<file path="src/rtl/serv_rd_deser_if.sv">
// Bundle of serial-in / parallel-out signals for serv_rd_deser.
// The slave modport is the deserializer; the master modport is the source/consumer pair.
interface serv_rd_deser_if #(
  parameter int WIDTH = 32
);
  logic             i_en;
  logic             i_d;
  logic             i_cnt_done;
  logic             i_ready;
  logic             o_valid;
  logic [WIDTH-1:0] o_data;
  logic             o_busy;
  logic             o_len_err;
  logic             o_ovf;

  modport slave (
    input  i_en, i_d, i_cnt_done, i_ready,
    output o_valid, o_data, o_busy, o_len_err, o_ovf
  );

  modport master (
    output i_en, i_d, i_cnt_done, i_ready,
    input  o_valid, o_data, o_busy, o_len_err, o_ovf
  );
endinterface

</file>
<file path="src/rtl/serv_rd_deser.sv">
// Collects an LSB-first serial result stream into WIDTH-bit words and offers them on valid/ready.
// Define SERV_RD_DESER_BUF2_EN for a 2-entry output FIFO instead of a single holding register.
module serv_rd_deser #(
  parameter int WIDTH = 32
) (
  input  logic            clk,
  input  logic            i_rst,
  serv_rd_deser_if.slave  io_bus
);
  // Handshake: a word transfers on every rising edge where o_valid & i_ready; o_data is held
  // stable while o_valid & !i_ready. The serial side (i_en) is never stalled.

  localparam int CW = (WIDTH > 2) ? $clog2(WIDTH) : 1;
  localparam logic [CW-1:0] LAST = CW'(WIDTH - 1);

  typedef enum logic {S_IDLE = 1'b0, S_SHIFT = 1'b1} state_t;

  state_t           r_state;
  state_t           w_state_nxt;
  logic [CW-1:0]    r_cnt;
  logic [CW-1:0]    w_cnt_nxt;
  logic [WIDTH-1:0] r_sreg;
  logic [WIDTH-1:0] w_word;
  logic             w_push;
  logic             w_len_err;
  logic             w_pop;
  logic             r_len_err;
  logic             r_ovf;

  assign w_word = {io_bus.i_d, r_sreg[WIDTH-1:1]};

  always_ff @(posedge clk) begin
    if (i_rst) begin
      r_state   <= S_IDLE;
      r_cnt     <= '0;
      r_sreg    <= '0;
      r_len_err <= 1'b0;
    end else begin
      r_state   <= w_state_nxt;
      r_cnt     <= w_cnt_nxt;
      r_len_err <= w_len_err;
      if (io_bus.i_en) r_sreg <= w_word;
    end
  end

  always_comb begin
    w_state_nxt = r_state;
    w_cnt_nxt   = r_cnt;
    case (r_state)
      S_IDLE: begin
        w_cnt_nxt = '0;
        if (io_bus.i_en && !io_bus.i_cnt_done) begin
          w_state_nxt = S_SHIFT;
          w_cnt_nxt   = CW'(1);
        end
      end
      S_SHIFT: begin
        if (io_bus.i_en) begin
          // Done or an overlong word both end the word; the counter never wraps.
          if (io_bus.i_cnt_done || (r_cnt == LAST)) begin
            w_state_nxt = S_IDLE;
            w_cnt_nxt   = '0;
          end else begin
            w_cnt_nxt = r_cnt + CW'(1);
          end
        end
      end
      default: begin
        w_state_nxt = S_IDLE;
        w_cnt_nxt   = '0;
      end
    endcase
  end

  always_comb begin
    w_push    = 1'b0;
    w_len_err = 1'b0;
    if (io_bus.i_en) begin
      case (r_state)
        S_IDLE:  w_len_err = io_bus.i_cnt_done;
        S_SHIFT: begin
          if (io_bus.i_cnt_done) begin
            w_push    = (r_cnt == LAST);
            w_len_err = (r_cnt != LAST);
          end else begin
            w_len_err = (r_cnt == LAST);
          end
        end
        default: w_len_err = 1'b0;
      endcase
    end
  end

`ifdef SERV_RD_DESER_BUF2_EN
  logic [WIDTH-1:0] r_mem [2];
  logic             r_rp;
  logic             r_wp;
  logic [1:0]       r_count;
  logic             w_wr;

  assign w_pop = (r_count != 2'd0) && io_bus.i_ready;
  assign w_wr  = w_push && ((r_count != 2'd2) || w_pop);

  always_ff @(posedge clk) begin
    if (i_rst) begin
      r_mem[0] <= '0;
      r_mem[1] <= '0;
      r_rp     <= 1'b0;
      r_wp     <= 1'b0;
      r_count  <= 2'd0;
      r_ovf    <= 1'b0;
    end else begin
      r_ovf <= w_push && !w_wr;
      if (w_wr) begin
        r_mem[r_wp] <= w_word;
        r_wp        <= ~r_wp;
      end
      if (w_pop) r_rp <= ~r_rp;
      case ({w_wr, w_pop})
        2'b10:   r_count <= r_count + 2'd1;
        2'b01:   r_count <= r_count - 2'd1;
        default: r_count <= r_count;
      endcase
    end
  end

  assign io_bus.o_valid = (r_count != 2'd0);
  assign io_bus.o_data  = r_mem[r_rp];
`else
  logic             r_valid;
  logic [WIDTH-1:0] r_data;

  assign w_pop = r_valid && io_bus.i_ready;

  always_ff @(posedge clk) begin
    if (i_rst) begin
      r_valid <= 1'b0;
      r_data  <= '0;
      r_ovf   <= 1'b0;
    end else begin
      r_ovf <= 1'b0;
      if (w_push) begin
        // A full register with no pop keeps the old word; the new one is lost.
        if (!r_valid || w_pop) begin
          r_data  <= w_word;
          r_valid <= 1'b1;
        end else begin
          r_ovf <= 1'b1;
        end
      end else if (w_pop) begin
        r_valid <= 1'b0;
      end
    end
  end

  assign io_bus.o_valid = r_valid;
  assign io_bus.o_data  = r_data;
`endif

  assign io_bus.o_busy    = (r_state == S_SHIFT);
  assign io_bus.o_len_err = r_len_err;
  assign io_bus.o_ovf     = r_ovf;
endmodule
</file>
<file path="src/flat_wrapper.sv">
// flat-port wrapper written by rule: the top's interface ports become plain ports
module serv_rd_deser_flat 
#(
  parameter int WIDTH = 32
)
  (clk, i_rst, io_bus_i_en, io_bus_i_d, io_bus_i_cnt_done, io_bus_i_ready, io_bus_o_valid, io_bus_o_data, io_bus_o_busy, io_bus_o_len_err, io_bus_o_ovf);
  serv_rd_deser_if #(.WIDTH(WIDTH)) io_bus_i ();
  input  logic clk;
  input  logic i_rst;
  input wire logic [$bits(io_bus_i.i_en)-1:0] io_bus_i_en;
  input wire logic [$bits(io_bus_i.i_d)-1:0] io_bus_i_d;
  input wire logic [$bits(io_bus_i.i_cnt_done)-1:0] io_bus_i_cnt_done;
  input wire logic [$bits(io_bus_i.i_ready)-1:0] io_bus_i_ready;
  output wire logic [$bits(io_bus_i.o_valid)-1:0] io_bus_o_valid;
  output wire logic [$bits(io_bus_i.o_data)-1:0] io_bus_o_data;
  output wire logic [$bits(io_bus_i.o_busy)-1:0] io_bus_o_busy;
  output wire logic [$bits(io_bus_i.o_len_err)-1:0] io_bus_o_len_err;
  output wire logic [$bits(io_bus_i.o_ovf)-1:0] io_bus_o_ovf;
  assign io_bus_i.i_en = io_bus_i_en;
  assign io_bus_i.i_d = io_bus_i_d;
  assign io_bus_i.i_cnt_done = io_bus_i_cnt_done;
  assign io_bus_i.i_ready = io_bus_i_ready;
  assign io_bus_o_valid = io_bus_i.o_valid;
  assign io_bus_o_data = io_bus_i.o_data;
  assign io_bus_o_busy = io_bus_i.o_busy;
  assign io_bus_o_len_err = io_bus_i.o_len_err;
  assign io_bus_o_ovf = io_bus_i.o_ovf;
  serv_rd_deser #(.WIDTH(WIDTH)) u_core (.clk(clk), .i_rst(i_rst), .io_bus(io_bus_i));
endmodule
</file>
<file path="config.mk">
export PLATFORM = sky130hd
export DESIGN_NAME = serv_rd_deser_flat
export DESIGN_NICKNAME = d
export VERILOG_FILES = /design/src/rtl/serv_rd_deser_if.sv /design/src/rtl/serv_rd_deser.sv /design/src/flat_wrapper.sv
export SDC_FILE = /design/constraint.sdc
export NUM_CORES = 1
export LEC_CHECK = 0
export CORE_MARGIN = 2
export CORE_UTILIZATION = 50
export CTS_CLUSTER_SIZE = 14
export DETAILED_ROUTE_END_ITERATION = 10
export PLACE_DENSITY_LB_ADDON = 0.25
export SYNTH_ARGS = -nofsm -noshare
export SYNTH_HDL_FRONTEND = slang
export SYNTH_SLANG_ARGS = --single-unit
</file>
<file path="constraint.sdc">
create_clock -name clk -period 4.1 [get_ports clk]
set_input_delay 1.025 -clock clk [delete_from_list [all_inputs] [get_ports clk]]
set_output_delay 1.025 -clock clk [all_outputs]
set_load 0.02 [all_outputs]
</file>
# Word-level counts from Yosys, hierarchy flattened
# Cells that the tools add are included.
# word_totals
register_bits	73
latch_bits	0
ramBits	0
rom_bits	0
in_bits	6
out_inout_bits	36
wordCells	43
n_memories	0
# classes
n_addsub	1
mul	0
div	0
order_cmp	0
n_eq_ne	4
shifts	0
n_mux	17
n_bitwise	3
n_reduce_logical	11
# op_table
cell	count
1-bit two-way mux	12
5-bit two-way mux	2
5-bit one-hot mux with 2 select lines	1
5-bit by 1-bit adder with 5-bit output, second input constant	1
5-bit == test, second input constant	1
5-bit inequality test, second input constant	1
2-bit inequality test, second input constant	2
1-bit one-hot mux with 2 select lines	2
2-bit AND reduction	2
2-bit OR reduction	2
1-bit NOT	3
1-bit logical AND	2
1-bit logical NOT	2
1-bit logical OR	2
2-bit nonzero test	1

# Longest topological paths before layout
# Gate-level depths: netlist of the first run.
# depth
ltp_word	6
ltp_mapped	9
mapped_depth_nobuf	8

# Worst setup path before layout of the first run
# Ideal clock, no wire load.
# synth_path
kind	in2reg
startpoint	input port io_bus_i_cnt_done
endpoint	register u_core.r_data[0], in the netlist u_core.io_bus.o_data[0]
setup_time_ns	0.072
t_arrival_ns	1.826
t_required_ns	4.028
setup_slack_ns	2.202
path_stages	6
n_path_buf	2
cell_sequence	ha_1 > nand3_4 > nor2b_4 > buf_6 > buf_12 > mux2i_1
# synth_between
elab_chain_cells	4
# synth_lines
item	line	source
start: declaration	flat_wrapper.sv:12	input wire logic [$bits(io_bus_i.i_cnt_done)-1:0] io_bus_i_cnt_done;
1-bit two-way mux	serv_rd_deser.sv:82	if (io_bus.i_cnt_done) begin
1-bit two-way mux	serv_rd_deser.sv:79	case (r_state)
1-bit two-way mux	serv_rd_deser.sv:78	if (io_bus.i_en) begin
2-bit AND reduction (no source line)	--	
end signal: assignment	serv_rd_deser.sv:145	r_data <= w_word;
end: declaration	serv_rd_deser.sv:131	logic [WIDTH-1:0] r_data;
# Every way passes these cells.
# A chain may end at the register's enable or synchronous reset.

# Final worst setup path of the first run
# layout_path
startpoint	input port io_bus_i_cnt_done
endpoint	register u_core.r_data[9], in the netlist u_core.io_bus.o_data[9]
# The elaborated chain is that of the path after synthesis.

==> reports/qor.txt, run 1 <==
Status: completed
R2R Setup Slk: 1.70 ns
# clock sinks: 72
TritonCTS Buffers: 9
Fillers: 537
Fin crit share: 65.2%
Drt via density: 4.82
Seq pwr share: 56.8%
Slowest-stage cell, CP: clkdlybuf4s50_1
Core area: 0.00589 sq mm
# DRC: 0
R2R depth: 8
Total iterations of the first detailed-routing run: 4
Final setup violation count: 0
Met2 wire length: 2030 um
WHS Path Cells: 2
# hold bufs at CTS: 0
Largest net degree at the start of global routing: 75
WL/cell: 11.5 um
Top post-synthesis cells by area: dfxtp_1, mux2i_1, nand2b_1, nor2_1, buf_12
Combinational Power Share: 4.4%
Maxcap violations: 0
Ys Warns: 0
Worst VDD drop: 0.183 mV
Power per cell area: 349 mW/mm^2
Leakage: 1.28 nW
PortBufs: 41
Number of diodes: 0
Mapped Nets: 302
Placer congestion estimate: 0.704
Final Skew: 0.00652 ns
Vias in the first global route: 1835
Total GRT Usage: 15.4%
Worst-path maximum fanout: 17
Switching share of power: 22.6%
Final Power: 1.24 mW
Setup TNS: 0 ns
Unrepaired setup endpoints after global routing: no
Initial antenna violation count: 0
CTS Buffer Depth: 2
WL met3: 210 um
Synth Register Bits: 72
Minimum clock period: 2.68 ns
Die Area: 0.00671 sq mm
Total gr overflow: 0
Routed vias: 1960
Distinct cell type count after synthesis: 26
Max layer used: met4
Max Slew Vio Count: 0
Average size of a mapped cell: 10.4 sq um
RR Startpoint: u_core.r_cnt[0]$_SDFFE_PP0P_
CTS Root Cell: clkbuf_8
Clk_lat worst skew: 0.33 ns
Top-area cell type share of the netlist area: 47.4%
DRT iter0 DRCs: 73
Delay-heaviest family, CP: buffers and inverters
Die H: 81.9 um
CTS tree: built
# IOs: 42
Headroom to the max-slew limit: 58.5%
Hold Vio Cnt, Final: 0
Setup crit start kind: input pin
Critical Path RT: 4.36 ns
Worst stage delay on the critical path: 0.54 ns
Worst Tran Pin Value: 0.622 ns
CP arrival: 2.94 ns
Cell Area, Synth: 0.00304 sq mm
Final ANT Viol Nets: 0
Metal-1 WL: 2360 um
Clk slew on worst S/H paths: 0.08 ns
Synth Instances: 292
Die Span X: 81.9 um
Global-route wire length before repair: 7990 um
P_int: 962 uW
Reg2reg end: u_core.io_bus.o_data[9]$_SDFFE_PP0P_
Area growth, synth to finish: 17.1%
Worst hold path type: reg2reg
Share of layout cells above drive strength 1: 6.93%
H-tree levels: 3
Yosys top cell by area: dfxtp_1
Fmax achieved: 0.374 GHz
Starting density of the core: 51.6%
Clock network fraction of total power: 38.8%
Setup bufs post-CTS: 0
Critical Path End Type: register
Final WL: 4690 um
Sequential area share after synthesis: 47.4%
Hold EP: u_core.io_bus.o_data[12]$_SDFFE_PP0P_
CP cell instances: clkdlybuf4s50_1 > ha_1 > nand3_4 > nor2b_4 > buf_4 > mux2i_1
Setup CP Type: in2reg
Hold_sp: u_core.io_bus.o_data[12]$_SDFFE_PP0P_
Layout Nets: 337
Buf/Inv on CP: 2
Dpl hpwl: 3010 um
Site Rows: 28
Resized cells post-CTS: 0
Switching power total: 281 uW
## cell usage in the layout (no fill, tap or decap), types with 3 or more instances in the layout
cell type,synthesis,final
a21oi_1,5,5
buf_4,2,4
clkdlybuf4s50_1,0,39
nor2_1,34,34
mux2i_1,64,64
nand2_1,3,3
ha_1,4,4
nand3_1,4,4
nand2b_1,66,66
inv_1,3,3
nor3_1,3,3
clkinvlp_4,0,3
dfxtp_1,72,72
clkbuf_8,0,10
## sequential cells by signal, indices dropped and copies added, names as in the netlist
register / flops
u_core.io_bus.o_busy: 1
u_core.r_cnt: 5
u_core.r_sreg: 31
u_core.io_bus.o_len_err: 1
u_core.io_bus.o_valid: 1
u_core.io_bus.o_ovf: 1
u_core.io_bus.o_data: 32
## metal layers
metal | up-vias | track usage, %
met5 | - | 0
met4 | 0 | 8.50
met3 | 10 | 3.85
met2 | 38 | 23.4
met1 | 887 | 20.0
li1 | 1025 | -
## power by group through the flow
stage               combinational (mW)  sequential, mW  clock, mW
detailed placement              0.0558           0.722          0
global placement                0.0559           0.722          0
global route                    0.0608           0.706      0.531
finish                          0.0552           0.706      0.482
CTS                             0.0559           0.706      0.501
floorplan                       0.0489           0.721          0
## synth_stat cells
cell type and count:
clkbuf_1 7, or3_1 1, or2b_1 1, nand4b_1 1, a21oi_1 5, nand2_1 3
nor3_1 3, nand2b_1 66, nor2b_4 1, buf_2 4, dfxtp_1 72, nand4_1 1
nor2_1 34, buf_4 2, and3_1 1, inv_1 3, nand3_4 1, nand3_1 4
mux2i_1 64, ha_1 4, a221oi_1 1, o21ai_0 2, buf_6 5, buf_12 3
nor2b_1 2, a22oi_1 1
## tightest hold or removal path, cell delays in order (launching register included)
cell	delay, ns
dfxtp_1	0.31
nand2b_1	0.06
mux2i_1	0.05
## worst max-delay path by stage
stage,cells after the start,to,start
floorplan,6,u_core.io_bus.o_data[0]$_SDFFE_PP0P_,io_bus_i_cnt_done
global placement,6,u_core.io_bus.o_data[8]$_SDFFE_PP0P_,io_bus_i_cnt_done
detailed placement,6,u_core.io_bus.o_data[9]$_SDFFE_PP0P_,io_bus_i_cnt_done
CTS,6,u_core.io_bus.o_data[9]$_SDFFE_PP0P_,io_bus_i_cnt_done
global route,6,u_core.io_bus.o_data[14]$_SDFFE_PP0P_,io_bus_i_cnt_done
finish,6,u_core.io_bus.o_data[9]$_SDFFE_PP0P_,io_bus_i_cnt_done
## per-stage QoR
step,worst slack (ns),utilization (%),cell area (sq um),hold slack (ns),cells
2_1_floorplan,2.20,-,3040,0.444,292
6_report,1.42,60.5,3560,0.473,407
3_5_place_dp,1.04,57.5,3380,0.464,391
4_1_cts,1.40,60.5,3560,0.477,407
5_1_grt,1.27,60.5,3560,0.491,407
3_3_place_gp,1.10,57.5,3380,0.459,391
## cells by family (layout without fill, tap and decap cells)
logic type | Yosys count | count (layout) | share of synthesized area (%)
AOI/OAI and AO/OA | 9 | 9 | 1.69
muxes | 64 | 64 | 21.1
adders and majority gates | 4 | 4 | 1.65
DFF | 72 | 72 | 47.4
buffers and inverters | 24 | 64 | 6.22
and+or+nand+nor | 119 | 119 | 21.9
## layout make-up
type | instances | area (sq um) | share of cell area (%)
Clock inverter | 5 | 32.5 | 0.914
Clock buffer | 11 | 141 | 3.97
Tap cell | 75 | 93.8 | 2.64
Sequential cell | 72 | 1440 | 40.5
Inverter | 3 | 11.3 | 0.316
Multi-Input combinational cell | 196 | 1410 | 39.6
Timing Repair Buffer | 45 | 430 | 12.1
Power figures use the tool's default switching activity.
==> run 2, diff against run 1 <==
--- a/config.mk
+++ b/config.mk
@@ -6,7 +6,7 @@
 export NUM_CORES = 1
 export LEC_CHECK = 0
 export CORE_MARGIN = 2
-export CORE_UTILIZATION = 50
+export CORE_UTILIZATION = 49
 export CTS_CLUSTER_SIZE = 14
 export DETAILED_ROUTE_END_ITERATION = 10
 export PLACE_DENSITY_LB_ADDON = 0.25
==> constraint.sdc (replaced) <==
create_clock -name clk -period 2.2 [get_ports clk]
set_input_delay 0.55 -clock clk [delete_from_list [all_inputs] [get_ports clk]]
set_output_delay 0.55 -clock clk [all_outputs]
set_load 0.02 [all_outputs]
==> reports/qor.txt, run 2 (synthesis results as in run 1) <==
TritonCTS Buffers: 9 (unchanged)
CP cell instances: clkdlybuf4s50_1 (was clkdlybuf4s50_1 > ha_1 > nand3_4 > nor2b_4 > buf_4 > mux2i_1)
# DRC: 0 (unchanged)
Final Skew: 0.00550 ns (was 0.00652 ns)
Worst VDD drop: 0.417 mV (was 0.183 mV)
# clock sinks: 72 (unchanged)
Placer congestion estimate: 0.730 (was 0.704)
Total GRT Usage: 15.5% (was 15.4%)
Hold Vio Cnt, Final: 0 (unchanged)
Worst stage delay on the critical path: 0.68 ns (was 0.54 ns)
Clk_lat worst skew: 0.34 ns (was 0.33 ns)
Resized cells post-CTS: 0 (unchanged)
Final Power: 2.65 mW (was 1.24 mW)
Largest net degree at the start of global routing: 49 (was 75)
Worst Tran Pin Value: 0.397 ns (was 0.622 ns)
Final Util: 61.6% (was 60.5%)
Critical Path End Type: output pin (was register)
Total iterations of the first detailed-routing run: 4 (unchanged)
Fmax achieved: 0.470 GHz
Status: completed (unchanged)
PortBufs: 41 (unchanged)
Core area: 0.00596 sq mm (was 0.00589 sq mm)
Buf/Inv on CP: 1 (was 2)
Drt via density: 4.88 (was 4.82)
Final Instance Area: 0.00367 sq mm (was 0.00356 sq mm)
WP depth: 1 (was 6)
Layout Cells excl Fill: 407 (unchanged)
Setup crit start kind: register (was input pin)
Worst-path maximum fanout: 9 (was 17)
Most frequent cells in the layout: dfxtp_1, nand2b_1, mux2i_1 (unchanged)
Setup TNS: 0 ns (unchanged)
Routed vias: 1987 (was 1960)
Clk slew on worst S/H paths: 0.07 ns (was 0.08 ns)
Fin crit share: 96.6%
WHS Path Cells: 2 (unchanged)
Die Area: 0.00685 sq mm (was 0.00671 sq mm)
Die Span X: 82.7 um (was 81.9 um)
Final setup violation count: 0 (unchanged)
R2R depth: 8 (unchanged)
Site Rows: 28 (unchanged)
Final ANT Viol Nets: 0 (unchanged)
Critical Path RT: 1.65 ns (was 4.36 ns)
Total gr overflow: 0 (unchanged)
Dpl hpwl: 2950 um (was 3010 um)
Fillers: 521 (was 537)
Power per cell area: 721 mW/mm^2 (was 349 mW/mm^2)
Setup bufs post-CTS: 0 (unchanged)
CTS Root Cell: clkbuf_8 (unchanged)
# IOs: 42 (unchanged)
Final WL: 4720 um (was 4690 um)
Unrepaired setup endpoints after global routing: no (unchanged)
Area growth, synth to finish: 20.8% (was 17.1%)
# hold bufs at CTS: 0 (unchanged)
Global-route wire length before repair: 7960 um (was 7990 um)
CTS Buffer Depth: 2 (unchanged)
Placed cell areas: 0.00343 sq mm (was 0.00338 sq mm)
Max reg flops: 32 (unchanged)
Headroom to the max-slew limit: 73.5% (was 58.5%)
WL/cell: 11.6 um (was 11.5 um)
Slowest-stage cell, CP: clkdlybuf4s50_1 (unchanged)
Initial antenna violation count: 0 (unchanged)
Minimum clock period: 2.13 ns
Commonest non-fill, non-tap cell in the layout: dfxtp_1 (unchanged)
H-tree levels: 3 (unchanged)
DRT iter0 DRCs: 65 (was 73)
Leakage: 1.33 nW (was 1.28 nW)
Share of layout cells above drive strength 1: 6.93% (unchanged)
Maxcap violations: 0 (unchanged)
Die H: 82.7 um (was 81.9 um)
CTS tree: built (unchanged)
Vias in the first global route: 1802 (was 1835)
Placed Instances: 391 (unchanged)
Number of diodes: 0 (unchanged)
Delay-heaviest family, CP: buffers and inverters (unchanged)
Layout Nets: 337 (unchanged)
Max Slew Vio Count: 0 (unchanged)
Starting density of the core: 51.0% (was 51.6%)
Worst hold path type: reg2reg (unchanged)
Setup CP Type: reg2out (was in2reg)
CP arrival: 1.58 ns (was 2.94 ns)
-- run 2: cell count changes in the layout (fill, tap and decap cells not counted), sizes merged --
cell      delta
bufinv       +3
clkbuf       -1
clkinvlp     -2
-- run 2: layout make-up --
| cell class | instances | area (sq um) | share of cell area (%) |
|---|---|---|---|
| sequential | 72 | 1440 | 39.3 |
| inverter | 3 | 11.3 | 0.307 |
| clock inverter | 6 | 108 | 2.93 |
| clock buffer | 10 | 128 | 3.48 |
| multi-input combinational | 196 | 1410 | 38.4 |
| timing repair buffer | 45 | 480 | 13.1 |
| tap | 75 | 93.8 | 2.56 |
-- run 2: routing by layer --
| layer | track usage [%] | vias up | routed length, um |
|---|---|---|---|
| li1 | - | 1033 | - |
| met1 | 19.8 | 914 | 2310 |
| met2 | 23.7 | 32 | 2150 |
| met3 | 3.59 | 8 | 158 |
| met4 | 9.34 | 0 | 106 |
| met5 | 0 | - | 0 |
-- run 2: worst reg2reg max path: cells and delay by family (launching register included) --
| kind | cells | cell delay (ns) |
|---|---|---|
| fa+ha+maj | 3 | 0.60 |
| buf+inv | 1 | 0.25 |
| flops | 1 | 0.42 |
| mux | 1 | 0.23 |
| simple gates | 3 | 0.43 |
-- run 2: power by group --
part	internal [mW]	switching (mW)	leakage (nW)	total [mW]
Clock	0.749	0.469	0.116	1.22
Combinational	0.0568	0.0558	0.631	0.113
Sequential	1.31	0.00767	0.580	1.32
Total	2.11	0.533	1.33	2.65
-- run 2: final timing paths --
check / slack (ns) / endpoint / from
hold reg to reg: 0.47 / u_core.io_bus.o_data[17]$_SDFFE_PP0P_ / u_core.io_bus.o_data[17]$_SDFFE_PP0P_
hold / removal: 0.47 / u_core.io_bus.o_data[17]$_SDFFE_PP0P_ / u_core.io_bus.o_data[17]$_SDFFE_PP0P_
setup / recovery: 0.07 / io_bus_o_busy / u_core.io_bus.o_busy$_SDFF_PP0_
setup reg to reg: 0.20 / u_core.io_bus.o_data[24]$_SDFFE_PP0P_ / u_core.r_cnt[0]$_SDFFE_PP0P_
-- run 2: through the flow --
step,setup WS [ns],hold slack (ns)
2_1_floorplan,0.462,0.444
3_3_place_gp,0.104,0.456
3_5_place_dp,0.0412,0.461
4_1_cts,0.0634,0.478
5_1_grt,0.0116,0.498
6_report,0.0742,0.472
==> run 3, diff against run 2 <==
--- a/config.mk
+++ b/config.mk
@@ -5,10 +5,12 @@
 export SDC_FILE = /design/constraint.sdc
 export NUM_CORES = 1
 export LEC_CHECK = 0
+export CAP_MARGIN = 20
 export CORE_MARGIN = 2
 export CORE_UTILIZATION = 49
 export CTS_CLUSTER_SIZE = 14
 export DETAILED_ROUTE_END_ITERATION = 10
+export HOLD_SLACK_MARGIN = 0.08
 export PLACE_DENSITY_LB_ADDON = 0.25
 export SYNTH_ARGS = -nofsm -noshare
 export SYNTH_HDL_FRONTEND = slang
==> results of run 3 <==
No change in the layout: final DEF, timing and power equal those of run 2.
